===== src/rtl/alu_operand_stage.sv =====
// alu_operand_stage: operand-fetch stage that sits in front of the 8-bit ALU.
// It holds a 4-entry register file and a per-register busy scoreboard. An issue
// reads two source registers into a one-deep output register (opa/opb feed ALU
// in1/in2), and the ALU result comes back through the write-back port.
// Optional feature (macro ALU_OPSTAGE_FWD_EN): a write-back in the issue cycle is
// bypassed to the read ports, so the issue does not stall on that busy source.
// Ports:
//   clk, rst_n                  clock, async active-low reset
//   iss_valid/iss_ready         issue handshake (iss_ready is combinational)
//   iss_ra, iss_rb, iss_rd      source A/B and destination addresses
//   iss_we                      issue writes iss_rd (sets its busy bit)
//   op_valid/op_ready           output handshake toward the ALU
//   opa, opb, op_rd, op_we      registered operand set
//   wb_en, wb_addr, wb_data     write-back from the ALU result path
//   busy                        scoreboard bits (debug)
module alu_operand_stage #(
    parameter int unsigned DATA_W = 8,
    parameter int unsigned NREG   = 4
) (
    input  logic              clk,
    input  logic              rst_n,
    input  logic              iss_valid,
    output logic              iss_ready,
    input  logic [1:0]        iss_ra,
    input  logic [1:0]        iss_rb,
    input  logic [1:0]        iss_rd,
    input  logic              iss_we,
    output logic              op_valid,
    input  logic              op_ready,
    output logic [DATA_W-1:0] opa,
    output logic [DATA_W-1:0] opb,
    output logic [1:0]        op_rd,
    output logic              op_we,
    input  logic              wb_en,
    input  logic [1:0]        wb_addr,
    input  logic [DATA_W-1:0] wb_data,
    output logic [NREG-1:0]   busy
);

    logic [DATA_W-1:0] rf [NREG];
    logic [NREG-1:0]   busy_nxt;
    logic [DATA_W-1:0] rd_a;
    logic [DATA_W-1:0] rd_b;
    logic              fwd_a;
    logic              fwd_b;
    logic              slot_free;
    logic              hazard;
    logic              iss_fire;

    // Same-cycle write-back match on each read port
`ifdef ALU_OPSTAGE_FWD_EN
    assign fwd_a = wb_en && (wb_addr == iss_ra);
    assign fwd_b = wb_en && (wb_addr == iss_rb);
`else
    assign fwd_a = 1'b0;
    assign fwd_b = 1'b0;
`endif

    // Read ports: register content, or bypassed write-back data on a match
    assign rd_a = fwd_a ? wb_data : rf[iss_ra];
    assign rd_b = fwd_b ? wb_data : rf[iss_rb];

    // One-deep output slot frees up when the current set is being consumed
    assign slot_free = !op_valid || op_ready;
    assign hazard    = (busy[iss_ra] && !fwd_a) || (busy[iss_rb] && !fwd_b);
    assign iss_ready = slot_free && !hazard;
    assign iss_fire  = iss_valid && iss_ready;

    // Scoreboard update: write-back clears first so an issue-set on the same address wins
    always_comb begin
        busy_nxt = busy;
        if (wb_en) begin
            busy_nxt[wb_addr] = 1'b0;
        end
        if (iss_fire && iss_we) begin
            busy_nxt[iss_rd] = 1'b1;
        end
    end

    // Register file and scoreboard state
    always_ff @(posedge clk or negedge rst_n) begin
        if (!rst_n) begin
            for (int i = 0; i < int'(NREG); i++) begin
                rf[i] <= '0;
            end
            busy <= '0;
        end else begin
            if (wb_en) begin
                rf[wb_addr] <= wb_data;
            end
            busy <= busy_nxt;
        end
    end

    // Output operand register; holds while op_valid and not op_ready
    always_ff @(posedge clk or negedge rst_n) begin
        if (!rst_n) begin
            op_valid <= 1'b0;
            opa      <= '0;
            opb      <= '0;
            op_rd    <= 2'b00;
            op_we    <= 1'b0;
        end else if (iss_fire) begin
            op_valid <= 1'b1;
            opa      <= rd_a;
            opb      <= rd_b;
            op_rd    <= iss_rd;
            op_we    <= iss_we;
        end else if (op_valid && op_ready) begin
            op_valid <= 1'b0;
        end
    end

endmodule


===== config.mk =====
export PLATFORM = sky130hd
export DESIGN_NAME = alu_operand_stage
export DESIGN_NICKNAME = d
export VERILOG_FILES = /design/src/rtl/alu_operand_stage.sv
export SDC_FILE = /design/constraint.sdc
export NUM_CORES = 1
export LEC_CHECK = 0
export BUFFER_PORTS_ARGS = -buffer_cell sky130_fd_sc_hd__buf_2
export CAP_MARGIN = 10
export CORE_UTILIZATION = 59
export DETAILED_ROUTE_END_ITERATION = 10
export GPL_TIMING_DRIVEN = 0
export PLACE_DENSITY = 0.84
export REMOVE_ABC_BUFFERS = 1
export SLEW_MARGIN = 20
export SYNTH_ARGS = -nofsm -noshare
export SYNTH_HDL_FRONTEND = slang
export SYNTH_SLANG_ARGS = --single-unit

===== constraint.sdc =====
create_clock -name clk -period 3.7 [get_ports clk]
set_input_delay 0.74 -clock clk [delete_from_list [all_inputs] [get_ports clk]]
set_output_delay 0.74 -clock clk [all_outputs]
set_load 0.05 [all_outputs]

; Yosys cells after proc, flatten, opt, wreduce, memory -nomap -nowiden
; Cells that the tools add are included.
[classes]
order_cmp = 10
mux = 21
n_bitwise = 6
reduce_logical = 12
[op_table]
columns = op, count
row1 = $mux W8, 5
row2 = $bmux W8 S2, 2
row3 = $bwmux W32, 1
row4 = $demux W8 S2, 1
row5 = $lt A2 B3 Y1 const B, 4
row6 = $ge A3 B3 Y1 const B, 3
row7 = $not A2 Y3, 3
row8 = $mux W4, 2
row9 = $logic_and A1 B1 Y1, 7
row10 = $mux W1, 6
row11 = $and A4 B4 Y4, 1
row12 = $bmux W1 S2, 2
row13 = $demux W1 S2, 2
row14 = $ge A2 B1 Y1 const B, 2
row15 = $not A4 Y4, 1
row16 = $or A4 B4 Y4, 1
row17 = $lt A3 B1 Y1 const B, 1
row18 = $logic_not A1 Y1, 2
row19 = $logic_or A1 B1 Y1, 2
row20 = $reduce_bool A2 Y1, 1
[totals]
register_bits = 56
output_inout_bits = 25

; Longest topological paths before layout
; Gate-level depths: netlist of run 1.
[depth]
word_depth = 9
mapped_depth = 5

; Worst setup path before layout of run 1
; Ideal clock, no wire load.
[synth_timing]
path_kind = in2out
from = input iss_ra[0]
to = output iss_ready
t_arrival_ns = 2.543
t_required_ns = 2.960
setup_slack_ns = 0.417
cell_stages = 3
n_path_buf = 1
path_cell_list = buf_4 > mux4_2 > nor3_1
[synth_between]
elab_chain_len = 5
[synth_lines]
columns = item, line_no
row1 = "start, declared", 24  ; input logic [1:0] iss_ra,
row2 = $bmux W1 S2, 65  ; assign hazard = (busy[iss_ra] && !fwd_a) || (busy[iss_rb] && !fwd_b);
row3 = $mux W1 (not written as such), 65
row4 = $logic_or A1 B1 Y1, 65
row5 = $logic_not A1 Y1, 66  ; assign iss_ready = slot_free && !hazard;
row6 = $logic_and A1 B1 Y1, 66
row7 = "end, declared", 23  ; output logic iss_ready,
; No other way between the ends. The select of a mux whose other input is x is not followed.

; Final worst setup path of run 1
; Ends and elaborated chain as after synthesis.

==> results of run 1 <==
-- synth_stat cells (2+ instances only) --
master and n:
mux4_1 8, mux2_2 50, a32o_1 2, buf_6 3, nor2_1 2, clkbuf_1 2
dfrtp_1 56, mux4_2 10, nand3b_1 2, a22o_1 2
-- area by class of cell --
type | instances | area [um2]
sequential | 56 | 1400
fill | 267 | 1160
multi-input combinational | 86 | 1150
timing repair buffer | 47 | 248
clock buffer | 6 | 82.6
tap | 50 | 62.6
clock inverter | 2 | 10.0
inverter | 1 | 3.75
-- critical path: stages --
cell	delay, ns
buf_2	0.31
mux4_2	0.60
nor3_1	0.14
buf_2	0.28
-- layout by cell type, fill, tap and decap left out --
master,netlist,layout
dfrtp_1,56,56
mux2_2,50,50
buf_2,0,45
mux4_2,10,10
mux4_1,8,8
clkbuf_8,0,6
nand3b_1,2,2
nor2_1,2,2
a22o_1,2,2
a32o_1,2,2
clkinv_2,0,2
and2b_2,1,1
nor3_1,1,1
nor4b_4,1,1
nand2_1,1,1
nor2b_1,1,1
nor3b_2,1,1
inv_1,1,1
nand3_1,1,1
and3_1,1,1
mux2_1,1,1
or2_2,1,1
buf_4,1,1
buf_8,0,1
-- per-layer routing --
layer	vias up	GRT usage [%]	wire length, um
li1	671	-	-
met1	788	29.4	1990
met2	52	38.2	2400
met3	8	5.67	236
met4	0	8.85	71
met5	-	0	0
-- sequential cells by signal, indices dropped and copies added (netlist names) --
signal	cells
op_we	1
opa	8
rf	32
opb	8
op_valid	1
op_rd	2
busy	4
-- cells by family (layout without fill, tap and decap cells) --
group                  count (synthesis)  count (layout)
multiplexers                          69              69
AO/OA/AOI/OAI                          4               4
buffers and inverters                  7              56
flip-flops                            56              56
AND/OR/NAND/NOR                       13              13
-- worst paths after layout --
kind                                 from   endpoint  slack, ns  cells after the start
worst max-delay path            iss_ra[0]  iss_ready       0.89                      4
max in group asynchronous           rst_n     rf[10]       2.78                      1
worst min-delay path                rst_n    busy[0]       0.47                      1
min in group clk                   opb[2]     opb[2]       0.49                      1
worst min register to register     opb[2]     opb[2]       0.49                      1
worst max register to register    busy[3]      op_we       1.33                      4
-- through the flow --
stage / power, mW / util [%] / instances / worst slack, ns
2_1_floorplan: 1.67 / - / 143 / 0.592
3_3_place_gp: 1.87 / 69.1 / 239 / 0.385
3_5_place_dp: 1.92 / 69.5 / 240 / 0.579
4_1_cts: 2.26 / 71.8 / 248 / 0.872
5_1_grt: 2.35 / 71.8 / 248 / 0.809
6_report: 2.24 / 71.8 / 248 / 0.886
-- power breakdown --
part           total [mW]  internal [mW]  leakage (nW)  switching [mW]
sequential          0.908          0.800         0.669           0.107
clock               0.340          0.150        0.0510           0.190
combinational       0.989          0.347         0.608           0.643
==> results.json, run 1 <==
{
  "via_count": 1519,
  "antenna_found_initial": 0,
  "cp-start-kind": "input pin",
  "worstPathRequired_ns": 2.96,
  "synth-xor-area-share_pct": 0,
  "worst_slew_pin_slew_ns": 0.854,
  "synth.area.top_cells": "dfrtp_1 54%, mux2_2 22%, mux4_2 8.7%, mux4_1 8.1%, buf_6 1.3%",
  "n_antenna_cell": 0,
  "grt_start_max_net_pins": 57,
  "root_buffer": "clkbuf_8",
  "synth_edf_count": 0,
  "ir_drop_uv": 416,
  "cts_tree": "done",
  "synth_top_area_share_pct": 53.9,
  "die_h_um": 68.4,
  "syn_area_per_cell_um2": 17.5,
  "numClockSinks": 56,
  "numPortBuffers": 46,
  "ant_nets": 0,
  "tns_ns": 0,
  "ys_ff_latch": 56,
  "grt_use_total_pct": 23.1,
  "grt_pass1_wl_um": 7480,
  "ys_async_sr_fraction_pct": 100,
  "fin_nets": 219,
  "die_w_um": 68.4,
  "hpwl_um": 3220,
  "synth_fa_ha_area_share_pct": 0,
  "drive_above_1_share_pct": 60.1,
  "rsz0062_at_grt": "no",
  "htree_levels": 2,
  "slew_headroom_pct": 42.8,
  "dr.pass1.iters": 4,
  "grt_overflow": 0,
  "hold_ws_ns": 0.472,
  "cts_setup_buffers": 0,
  "setup_viol": 0,
  "p_per_area_mw_per_mm2": 757,
  "cts_buffers": 5,
  "synth_mux_area_share_pct": 38.8,
  "fin_crit_ns": 2.81,
  "place_area_mm2": 0.00286,
  "viasPerCell": 6.13,
  "clk_path_buf_depth": 2,
  "wl_per_cell_um": 18.9,
  "drt_iter0_drc": 114,
  "path_class": "in2out",
  "clock.fmax_ghz": 0.355,
  "clkSlewWorstSetupHoldPaths_ns": 0.09,
  "synth_simple_gate_area_share_pct": 3.85,
  "synth_area_mm2": 0.00260,
  "status": "complete, no violations",
  "fin_area_mm2": 0.00296,
  "yosysWarningCount": 0,
  "clock_skew_ns": 0.00479,
  "cp-end-kind": "output port",
  "grt_pass1_vias": 1548,
  "die_area_mm2": 0.00468,
  "finalCritPeriodShare_pct": 76.0,
  "ys.flop_type": "dfrtp_1",
  "yosysSeqAreaShare_pct": 53.9,
  "maxCapViolCount": 0,
  "drc_errors": 0,
  "row_count": 23,
  "synth_top_family_by_area": "multiplexers",
  "initial_utilization_pct": 63.2,
  "synth_cell_type_count": 22,
  "hp-class": "in2async",
  "wl_um": 4700,
  "insertion_delay_ns": 0.31,
  "area_delta_synth_final_pct": 13.6,
  "cp.arrival_ns": 2.07,
  "path_max_fanout": 9,
  "hold_viol": 0,
  "synth_top_area_cell": "dfrtp_1",
  "io_pins": 47,
  "ctsHoldBuffers": 0,
  "slew_violations": 0,
  "core_area_mm2": 0.00412,
  "synthCells": 149,
  "cts.repair.resized": 0,
  "gp_congestion": 0.687,
  "synth-compound-area-share_pct": 1.44,
  "p_leak_nw": 1.33
}
Note: power is estimated with default switching activity, not from simulation.
==> run 2, diff against run 1 <==
--- a/config.mk
+++ b/config.mk
@@ -7,10 +7,10 @@
 export LEC_CHECK = 0
 export BUFFER_PORTS_ARGS = -buffer_cell sky130_fd_sc_hd__buf_2
 export CAP_MARGIN = 10
-export CORE_UTILIZATION = 59
+export CORE_UTILIZATION = 55
 export DETAILED_ROUTE_END_ITERATION = 10
 export GPL_TIMING_DRIVEN = 0
-export PLACE_DENSITY = 0.84
+export PLACE_DENSITY = 0.79
 export REMOVE_ABC_BUFFERS = 1
 export SLEW_MARGIN = 20
 export SYNTH_ARGS = -nofsm -noshare
==> constraint.sdc (replaced) <==
create_clock -name clk -period 2.68 [get_ports clk]
set_input_delay 0.536 -clock clk [delete_from_list [all_inputs] [get_ports clk]]
set_output_delay 0.536 -clock clk [all_outputs]
set_load 0.05 [all_outputs]
==> run 2 against run 1 <==
  * The run now ends with design-rule violations left
  * Register-to-register slack worse by 1.1 ns
  * Sequential cell count stayed put
  * Global-route usage decreased by 1.4 points
  * Utilization is 5.2 points lower
  * Combinational power increased by 40%
  * Wire length increased by 5.9%
  * Clock power grew 43%
  * Sequential power rose by 39%
  * Sequential share of layout area is 0.10 points lower
  * Total power grew 39%
  * Setup slack worse by 0.77 ns
  * Critical path type is now in2reg
==> results.json, run 2 (synthesized netlist as in run 1, its figures left out) <==
{
  "status": "finished with violations",
  "violations": "design-rule violations",
  "multiInputGateArea_mm2": 0.00115,
  "dp_cells": 242,
  "final_cells": 249,
  "largest_reg_flops": 32,
  "n_fill_cell": 314,
  "clock_skew_ns": 0.0111,
  "slew_headroom_pct": 39.4,
  "ctsHoldBuffers": 0,
  "area_delta_synth_final_pct": 13.9,
  "root_buffer": "clkbuf_8",
  "cts.repair.resized": 0,
  "utilization_pct": 66.6,
  "ir_drop_uv": 436,
  "drc_errors": 10,
  "viasPerCell": 6.13,
  "n_antenna_cell": 0,
  "finalCritPeriodShare_pct": 95.7,
  "wl_per_cell_um": 20.0,
  "final_common_cell": "dfrtp_1",
  "insertion_delay_ns": 0.31,
  "slew_violations": 0,
  "p_leak_nw": 1.33,
  "hp-class": "in2async",
  "worstPathRequired_ns": 2.87,
  "cp-end-kind": "register",
  "die_h_um": 70.8,
  "cp-start-kind": "input pin",
  "die_w_um": 70.8,
  "layout_common_cells": "56 x dfrtp_1, 50 x mux2_2, 45 x buf_2, 10 x mux4_2, 8 x mux4_1",
  "top_register": "rf",
  "clkSlewWorstSetupHoldPaths_ns": 0.09,
  "cp.arrival_ns": 2.75,
  "grt_pass1_wl_um": 8100,
  "wl_um": 4970,
  "gp_congestion": 0.700,
  "core_area_mm2": 0.00444,
  "io_pins": 47,
  "p_per_area_mw_per_mm2": 1050,
  "grt_overflow": 0,
  "tns_ns": 0,
  "initial_utilization_pct": 58.5,
  "maxCapViolCount": 0,
  "setup_viol": 0,
  "htree_levels": 2,
  "cts_buffers": 5,
  "numClockSinks": 56,
  "dr.pass1.iters": 7,
  "fin_crit_ns": 2.56,
  "clock.fmax_ghz": 0.390,
  "row_count": 24,
  "worst_slew_pin_slew_ns": 0.905,
  "drt_iter0_drc": 131,
  "numPortBuffers": 46,
  "via_count": 1526,
  "grt_pass1_vias": 1664,
  "ant_nets": 0,
  "antenna_found_initial": 0,
  "reg_top3": "rf x32, opa x8, opb x8",
  "drive_above_1_share_pct": 59.9,
  "path_max_fanout": 13,
  "die_area_mm2": 0.00501,
  "rsz0062_at_grt": "no",
  "total_power_mw": 3.12,
  "grt_use_total_pct": 21.7,
  "grt_start_max_net_pins": 57,
  "regArea_mm2": 0.00140,
  "fin_nets": 219,
  "hold_viol": 0,
  "clk_path_buf_depth": 2,
  "path_class": "in2reg",
  "hpwl_um": 3430,
  "cts_tree": "done",
  "cts_setup_buffers": 0
}
run 2: cell count changes in the layout (fill, tap and decap cells not counted), sizes merged:
cell    before  now
clkinv       2    0
clkbuf       6    7
run 2: path summary, 6_finish.rpt:
path	from	to	slack (ns)	cells past startpoint
setup / recovery	iss_ra[0]	opb[5]	0.12	5
hold / removal	rst_n	opb[7]	0.26	1
setup reg to reg	busy[3]	opb[5]	0.26	4
hold reg to reg	opb[2]	opb[2]	0.49	1
max in group asynchronous	rst_n	opa[5]	1.95	1
min in group clk	opb[2]	opb[2]	0.49	1
run 2: layer usage:
layer  vias up  part of all wire, %  wire length (um)  global-route usage (%)
met3         8                  5.0               247                    4.56
met4         0                  1.5                73                    9.11
met5         -                    0                 0                       0
met1       800                   40              2010                    26.1
met2        43                   53              2640                    38.1
li1        675                    -                 -                       -
run 2: where the power goes:
| group | internal [mW] | switching (mW) | total [mW] |
|---|---|---|---|
| combinational | 0.479 | 0.896 | 1.38 |
| clock | 0.231 | 0.256 | 0.487 |
| sequential | 1.10 | 0.151 | 1.26 |
| total | 1.81 | 1.30 | 3.12 |
run 2: metrics by stage:
step	worst slack (ns)	cell area, um2	hold slack, ns
after floorplan	-0.0991	2550	0.240
after global placement	-0.448	2850	0.462
after detailed placement	-0.243	2870	0.474
after CTS	0.0870	2960	0.295
after global routing	0.00844	2960	0.315
final	0.116	2960	0.261
run 2: area by class of cell:
type,instances,area share (%)
flip-flops and latches,56,47.3
multi-input cells,86,38.7
repair buffers,47,8.37
clock buffers,7,3.25
well taps,52,2.20
inverters,1,0.127
run 2: worst max-delay path, stage by stage:
cell and delay [ns]:
buf_2 0.31, mux4_2 0.60, nor4b_4 0.72, buf_8 0.24, mux2_2 0.34
